File: src/rtl/fifo_ctrl_subword_if.sv
// Handshake and status bundle between a sub-word FIFO controller and its user.
interface fifo_ctrl_subword_if #(
    parameter int unsigned ADDR_WIDTH = 4,
    parameter int unsigned RATIO      = 2
);
    localparam int unsigned SW = (RATIO > 1) ? $clog2(RATIO) : 1;

    logic                  wr;
    logic                  rd;
    logic                  clr_err;
    logic [ADDR_WIDTH-1:0] w_addr;
    logic [ADDR_WIDTH-1:0] r_addr;
    logic [SW-1:0]         sub_sel;
    logic [ADDR_WIDTH:0]   count;
    logic                  empty;
    logic                  full;
    logic                  almost_empty;
    logic                  almost_full;
    logic                  ovf;
    logic                  udf;

    modport master (
        output wr, rd, clr_err,
        input  w_addr, r_addr, sub_sel, count, empty, full,
               almost_empty, almost_full, ovf, udf
    );

    modport slave (
        input  wr, rd, clr_err,
        output w_addr, r_addr, sub_sel, count, empty, full,
               almost_empty, almost_full, ovf, udf
    );
endinterface

File: src/rtl/fifo_ctrl_subword.sv
// Circular-queue controller: whole-entry writes, sub-word reads (MS sub-word first),
// with occupancy count, programmable almost flags and sticky error flags.
module fifo_ctrl_subword #(
    parameter int unsigned ADDR_WIDTH = 4,
    parameter int unsigned RATIO      = 2,
    parameter int unsigned AF_LEVEL   = (2 ** ADDR_WIDTH) - 2,
    parameter int unsigned AE_LEVEL   = 1
) (
    input  logic                 clk,
    input  logic                 reset,
    fifo_ctrl_subword_if.slave   bus
);
    localparam int unsigned DEPTH = 2 ** ADDR_WIDTH;
    localparam int unsigned CW    = ADDR_WIDTH + 1;
    localparam int unsigned SW    = (RATIO > 1) ? $clog2(RATIO) : 1;
    localparam logic [SW-1:0] SUB_TOP = SW'(RATIO - 1);

    logic [ADDR_WIDTH-1:0] wr_ptr,  wr_ptr_nxt;
    logic [ADDR_WIDTH-1:0] rd_ptr,  rd_ptr_nxt;
    logic [SW-1:0]         sub_q,   sub_nxt;
    logic [CW-1:0]         count_q, count_nxt;
    logic                  ovf_q,   ovf_nxt;
    logic                  udf_q,   udf_nxt;
    logic                  empty_q, empty_nxt;
    logic                  full_q,  full_nxt;
    logic                  ae_q,    ae_nxt;
    logic                  af_q,    af_nxt;
    logic                  wr_acc;
    logic                  rd_acc;
    logic                  free_c;

    // Acceptance, pointer/sub-word advance and occupancy for this edge.
    always_comb begin
        wr_acc     = bus.wr & ~full_q;
        rd_acc     = bus.rd & ~empty_q;
        free_c     = rd_acc & (sub_q == '0);
        wr_ptr_nxt = wr_ptr;
        rd_ptr_nxt = rd_ptr;
        sub_nxt    = sub_q;

        if (wr_acc) begin
            wr_ptr_nxt = wr_ptr + ADDR_WIDTH'(1);
        end

        if (rd_acc) begin
            if (sub_q != '0) begin
                sub_nxt = sub_q - SW'(1);
            end else begin
                sub_nxt    = SUB_TOP;
                rd_ptr_nxt = rd_ptr + ADDR_WIDTH'(1);
            end
        end

        count_nxt = count_q + CW'(wr_acc) - CW'(free_c);
    end

    // Flags are registered from the next count so they track count exactly.
    always_comb begin
        empty_nxt = (count_nxt == '0);
        full_nxt  = (count_nxt == CW'(DEPTH));
        ae_nxt    = (32'(count_nxt) <= 32'(AE_LEVEL));
        af_nxt    = (32'(count_nxt) >= 32'(AF_LEVEL));
    end

    // Sticky errors: a new error outranks a clear in the same cycle.
    always_comb begin
        ovf_nxt = ovf_q;
        udf_nxt = udf_q;
        if (bus.wr & full_q) begin
            ovf_nxt = 1'b1;
        end else if (bus.clr_err) begin
            ovf_nxt = 1'b0;
        end
        if (bus.rd & empty_q) begin
            udf_nxt = 1'b1;
        end else if (bus.clr_err) begin
            udf_nxt = 1'b0;
        end
    end

    always_ff @(posedge clk or posedge reset) begin
        if (reset) begin
            wr_ptr  <= '0;
            rd_ptr  <= '0;
            sub_q   <= SUB_TOP;
            count_q <= '0;
            ovf_q   <= 1'b0;
            udf_q   <= 1'b0;
            empty_q <= 1'b1;
            full_q  <= 1'b0;
            ae_q    <= 1'b1;
            af_q    <= (AF_LEVEL == 0);
        end else begin
            wr_ptr  <= wr_ptr_nxt;
            rd_ptr  <= rd_ptr_nxt;
            sub_q   <= sub_nxt;
            count_q <= count_nxt;
            ovf_q   <= ovf_nxt;
            udf_q   <= udf_nxt;
            empty_q <= empty_nxt;
            full_q  <= full_nxt;
            ae_q    <= ae_nxt;
            af_q    <= af_nxt;
        end
    end

    assign bus.w_addr       = wr_ptr;
    assign bus.r_addr       = rd_ptr;
    assign bus.sub_sel      = sub_q;
    assign bus.count        = count_q;
    assign bus.empty        = empty_q;
    assign bus.full         = full_q;
    assign bus.almost_empty = ae_q;
    assign bus.almost_full  = af_q;
    assign bus.ovf          = ovf_q;
    assign bus.udf          = udf_q;
endmodule

File: src/flat_wrapper.sv
// flat-port wrapper written by rule: the top's interface ports become plain ports
module fifo_ctrl_subword_flat 
#(
    parameter int unsigned ADDR_WIDTH = 4,
    parameter int unsigned RATIO      = 2,
    parameter int unsigned AF_LEVEL   = (2 ** ADDR_WIDTH) - 2,
    parameter int unsigned AE_LEVEL   = 1
)
  (clk, reset, bus_wr, bus_rd, bus_clr_err, bus_w_addr, bus_r_addr, bus_sub_sel, bus_count, bus_empty, bus_full, bus_almost_empty, bus_almost_full, bus_ovf, bus_udf);
  fifo_ctrl_subword_if #(.ADDR_WIDTH(ADDR_WIDTH), .RATIO(RATIO)) bus_i ();
  input  logic clk;
  input  logic reset;
  input wire logic [$bits(bus_i.wr)-1:0] bus_wr;
  input wire logic [$bits(bus_i.rd)-1:0] bus_rd;
  input wire logic [$bits(bus_i.clr_err)-1:0] bus_clr_err;
  output wire logic [$bits(bus_i.w_addr)-1:0] bus_w_addr;
  output wire logic [$bits(bus_i.r_addr)-1:0] bus_r_addr;
  output wire logic [$bits(bus_i.sub_sel)-1:0] bus_sub_sel;
  output wire logic [$bits(bus_i.count)-1:0] bus_count;
  output wire logic [$bits(bus_i.empty)-1:0] bus_empty;
  output wire logic [$bits(bus_i.full)-1:0] bus_full;
  output wire logic [$bits(bus_i.almost_empty)-1:0] bus_almost_empty;
  output wire logic [$bits(bus_i.almost_full)-1:0] bus_almost_full;
  output wire logic [$bits(bus_i.ovf)-1:0] bus_ovf;
  output wire logic [$bits(bus_i.udf)-1:0] bus_udf;
  assign bus_i.wr = bus_wr;
  assign bus_i.rd = bus_rd;
  assign bus_i.clr_err = bus_clr_err;
  assign bus_w_addr = bus_i.w_addr;
  assign bus_r_addr = bus_i.r_addr;
  assign bus_sub_sel = bus_i.sub_sel;
  assign bus_count = bus_i.count;
  assign bus_empty = bus_i.empty;
  assign bus_full = bus_i.full;
  assign bus_almost_empty = bus_i.almost_empty;
  assign bus_almost_full = bus_i.almost_full;
  assign bus_ovf = bus_i.ovf;
  assign bus_udf = bus_i.udf;
  fifo_ctrl_subword #(.ADDR_WIDTH(ADDR_WIDTH), .RATIO(RATIO), .AF_LEVEL(AF_LEVEL), .AE_LEVEL(AE_LEVEL)) u_core (.clk(clk), .reset(reset), .bus(bus_i));
endmodule
File: config.mk
export PLATFORM = sky130hd
export DESIGN_NAME = fifo_ctrl_subword_flat
export DESIGN_NICKNAME = d
export VERILOG_FILES = /design/src/rtl/fifo_ctrl_subword_if.sv /design/src/rtl/fifo_ctrl_subword.sv /design/src/flat_wrapper.sv
export SDC_FILE = /design/constraint.sdc
export NUM_CORES = 1
export LEC_CHECK = 0
export BUFFER_PORTS_ARGS = -buffer_cell sky130_fd_sc_hd__buf_2
export CORE_MARGIN = 2
export CORE_UTILIZATION = 50
export CTS_CLUSTER_DIAMETER = 120
export CTS_CLUSTER_SIZE = 25
export DETAILED_ROUTE_END_ITERATION = 6
export PLACE_DENSITY = 0.88
export SLEW_MARGIN = 20
export SYNTH_ARGS = -nofsm -noshare
export SYNTH_HDL_FRONTEND = slang
export SYNTH_SLANG_ARGS = --single-unit
File: constraint.sdc
create_clock -name clk -period 2.77 [get_ports clk]
set_input_delay 0.1385 -clock clk [delete_from_list [all_inputs] [get_ports clk]]
set_output_delay 0.1385 -clock clk [all_outputs]
set_load 0.01 [all_outputs]
== Word level (Yosys, flattened, before mapping) ==
Cells that the tools add are included.
Operators by class
  $lt $le $gt $ge: 2
  equal/unequal tests: 1
  mux-type cells: 4
  reduce and logical (&&, ||, !) cells: 4
  add/subtract/negate cells: 5
  bitwise gates (word level): 8
Operators by type and width (count)
  adder 4 x 1 -> 4 bit (second input constant): 2
  adder 5 x 1 -> 5 bit: 1
  AND 1 bit: 5
  == test 5 bit (second input constant): 1
  greater-or-equal comparator 5 x 4 -> 1 bit (second input constant): 1
  less-or-equal comparator 5 x 1 -> 1 bit (second input constant): 1
  logical NOT 5 bit: 1
  subtractor 5 x 1 -> 5 bit: 1
  2-to-1 mux 1 bit: 4
  nonzero test 2 bit: 2
  NOT 1 bit: 3
  AND reduction 2 bit: 1
  subtractor 1 bit (second input constant): 1
Storage, ports and cells
  flip-flop bits (word level): 20
  output and inout bits: 20
  logic and storage cells: 34
  input port bits: 5

== Longest topological paths before layout ==
  word-level depth: 5
  gate-level depth with buffers: 8
  depth with buffers taken out: 8

== Worst setup path before layout ==
OpenSTA, ideal clock, no wires.
  kind: register to register
  from: register u_core.empty_q (netlist: u_core.bus.empty)
  to: register u_core.empty_q (netlist: u_core.bus.empty)
  cell stages (with the launch flop): 9
  required time: 2.654 ns
  clock period less this slack: 2.386 ns
  arrival: 2.270 ns
  buffers on the path: 0
  slack: 0.384 ns
  library setup time: 0.116 ns
  cells stage by stage: dfstp_2 nor3b_2 ha_1 inv_1 ha_1 fa_1 xor2_1 or3_1 a2111oi_1
On the way
  cells in the longest elaborated chain, start to end: 5
Ends and longest elaborated chain
  start: declaration: line fifo_ctrl_subword.sv:24  | logic empty_q, empty_nxt;
  start signal: assignment: line fifo_ctrl_subword.sv:100  | empty_q <= empty_nxt;
  NOT 1 bit: line fifo_ctrl_subword.sv:35  | rd_acc = bus.rd & ~empty_q;
  AND 1 bit: line fifo_ctrl_subword.sv:35
  AND 1 bit: line fifo_ctrl_subword.sv:36  | free_c = rd_acc & (sub_q == '0);
  net u_core.free_c: line fifo_ctrl_subword.sv:30  | logic free_c;
  subtractor 5 x 1 -> 5 bit: line fifo_ctrl_subword.sv:54  | count_nxt = count_q + CW'(wr_acc) - CW'(free_c);
  net u_core.count_nxt[2]: line fifo_ctrl_subword.sv:21  | logic [CW-1:0] count_q, count_nxt;
  logical NOT 5 bit: line fifo_ctrl_subword.sv:59  | empty_nxt = (count_nxt == '0);
  net u_core.empty_nxt: line fifo_ctrl_subword.sv:24
The timed path passes the listed nets, and every way through them passes these cells.
A chain may end at the register's enable or synchronous reset.

== Worst setup path in the final report ==
Ends and elaborated chain as after synthesis.

==> flow_metrics.tcl <==
set metrics [dict create \
    cp.required_ns 2.95 \
    fin_nets 124 \
    start_kind "flop" \
    synth_cell_types 30 \
    max_freq_mhz 399 \
    grt_pass1_vias 652 \
    synthCells 81 \
    cts-resized-gates 0 \
    clock_latency_ns 0.30 \
    avgRoutedWirePerCell_um 12.5 \
    regToRegStartpoint "u_core.bus.empty" \
    arrival_ns 2.69 \
    p_leak_nw 0.579 \
    wl_mm 1.68 \
    layout_commonest_cell "buf_2" \
    via_count 687 \
    r2r_slack_ns 0.26 \
    synth.avg_cell_area_sq_um 11.8 \
    largest_register_ff_count 5 \
    outcome "finished, final reports clean" \
    clk_pin_slew_worst_paths_ns 0.11 \
    synth_area_sq_um 960 \
    synthTopCellsByArea "dfrtp_1 44%, ha_1 9.1%, dfstp_2 8.2%" \
    maxSlewViolCount 0 \
    ys_seq_elements 20 \
    crit_path_start "u_core.bus.empty" \
    holdCritPathClass "in2reg" \
    numPortBuffers 24 \
    crit_path_max_fanout 4 \
    placed_cell_area_sq_um 1110 \
    final_cell_mix "24 x buf_2, 17 x dfrtp_1, 10 x inv_1" \
    drtPass1Iterations 4 \
    die_h_um 47.8 \
    syn_to_final_growth_pct 22.7 \
    finalHoldViolCount 0 \
    die_w_um 47.8 \
    finalCritPeriodShare 0.906 \
    place_congestion 0.798 \
    htree_levels 1 \
    worst_slack_ns 0.262 \
    cts_made_buffers 3 \
    worst_pin_slew_ns 0.724 \
    r2r-end "u_core.bus.empty" \
    setup_tns_ns 0 \
    ff2ff_path_depth 8 \
    grt_start_max_net_pins 21 \
    grt_use_total 0.170 \
    crit_type "reg2reg" \
    ys_warn_count 0 \
    drive_above_1_share 0.345 \
    diodes 0 \
    grt_setup_unrepaired "no" \
    num_rows 15 \
    synth.net_count 94 \
    setup_viol 0 \
    ys_dominant_reg_cell "dfrtp_1" \
    synthArstFlopShare 1.00 \
    cts-root-buf "clkbuf_4" \
    viasPerCell 5.09 \
    synth_edf_count 0 \
    hpwl_mm 1.31 \
    slew_headroom 0.517 \
    synth_top_area_share 0.443 \
    start_util 0.544 \
    fillers 149 \
    fin_worst_skew_ns 0.00214 \
    hold_slack_ns 0.0392 \
    cp-end-kind "flop" \
    core_area_sq_um 1760 \
    cts_buffer_depth 2 \
    dieArea_sq_um 2290 \
    max-vdd-ir-drop_v 0.000908 \
    power_density_nw_per_um2 1510 \
    design_area_sq_um 1180 \
    grt.overflow.total 0 \
    antenna_found_initial 0 \
    synth_area_leader_cell "dfrtp_1" \
    crit_end "u_core.bus.empty" \
    maxCapViolations 0 \
    cts_sinks 20 \
    grt_pass1_wl_mm 2.60 \
    drtIter0Drc 3 \
    cts_setup_buffers 0 \
    ant_nets 0 \
    cts_tree "yes" \
    ys_seq_area_frac 0.525 \
    final.min_clock_period_ns 2.51 \
    drc 0 \
    io_pins 25 \
    preCtsSetupSlack_ns 0.300 \
]
[cells in the mapped netlist, types with 2 or more instances]
master and number:
dfrtp_1 17, inv_1 10, dfstp_2 3, xor2_1 3, mux2_2 2, a21oi_1 2, ha_1 7, and2_1 2
and3_1 2, nand2_1 4, a2111oi_1 3, o21ai_0 3, xnor2_1 5, nand4_1 2
[logic make-up after synthesis]
group           after synthesis  synth area share
flops                        20             0.525
xor+xnor                      8            0.0730
buf+inv                      11            0.0430
compound gates               12            0.0887
mux                           2            0.0235
fa+ha+maj                     8             0.112
simple gates                 20             0.134
[worst min path at each step]
stage | startpoint | endpoint | slack [ns] | cells past startpoint
2_1_floorplan | reset | u_core.bus.almost_full | 0.10 | 1
4_1_cts | bus_clr_err | u_core.bus.udf | 0.03 | 2
5_1_grt | bus_clr_err | u_core.bus.ovf | 0.03 | 2
3_3_place_gp | reset | u_core.bus.r_addr[3] | 0.29 | 2
6_report | bus_clr_err | u_core.bus.udf | 0.04 | 2
3_5_place_dp | reset | u_core.bus.r_addr[2] | 0.31 | 2
[what timing repair did]
action                     4_1_cts  5_1_grt
setup endpoints to repair        0        0
hold buffers                     1        0
hold endpoints to repair        17        0
[metal layers]
| layer | track usage | vias to the layer above | routed length (um) |
|---|---|---|---|
| met5 | 0 | - | 0 |
| met4 | 0.0811 | 0 | 14 |
| met3 | 0.0377 | 2 | 103 |
| met2 | 0.299 | 22 | 796 |
| met1 | 0.193 | 329 | 770 |
| li1 | - | 334 | - |
[stage by stage]
| stage | total power [mW] | instances | utilization |
|---|---|---|---|
| final | 1.78 | 135 | 0.667 |
| after detailed placement | 1.56 | 130 | 0.632 |
| after CTS | 1.80 | 135 | 0.667 |
| after global placement | 1.51 | 130 | 0.632 |
| after global routing | 1.95 | 135 | 0.667 |
| after floorplan | 1.26 | 81 | - |
[final cells by class]
cell class | instances | area [sq um] | share of cell area
clock buffer | 3 | 22.5 | 0.0191
clock inverter | 1 | 30.0 | 0.0255
inverter | 10 | 37.5 | 0.0319
multi-input combinational | 50 | 414 | 0.352
sequential | 20 | 504 | 0.428
tap | 25 | 31.3 | 0.0266
timing repair buffer | 26 | 138 | 0.117
[critical path, stage by stage, from the launching register on]
cell,delay [ns]
dfstp_2,0.58
nor3b_2,0.06
ha_1,0.27
inv_1,0.04
ha_1,0.20
fa_1,0.42
xor2_1,0.18
or3_1,0.34
a2111oi_1,0.30
[power by group]
group	switching, mW	total (mW)	internal [mW]
combinational	0.517	0.973	0.457
clock	0.0892	0.235	0.146
sequential	0.113	0.574	0.461
total	0.719	1.78	1.06
No activity file was read; power rests on OpenSTA's default activity.
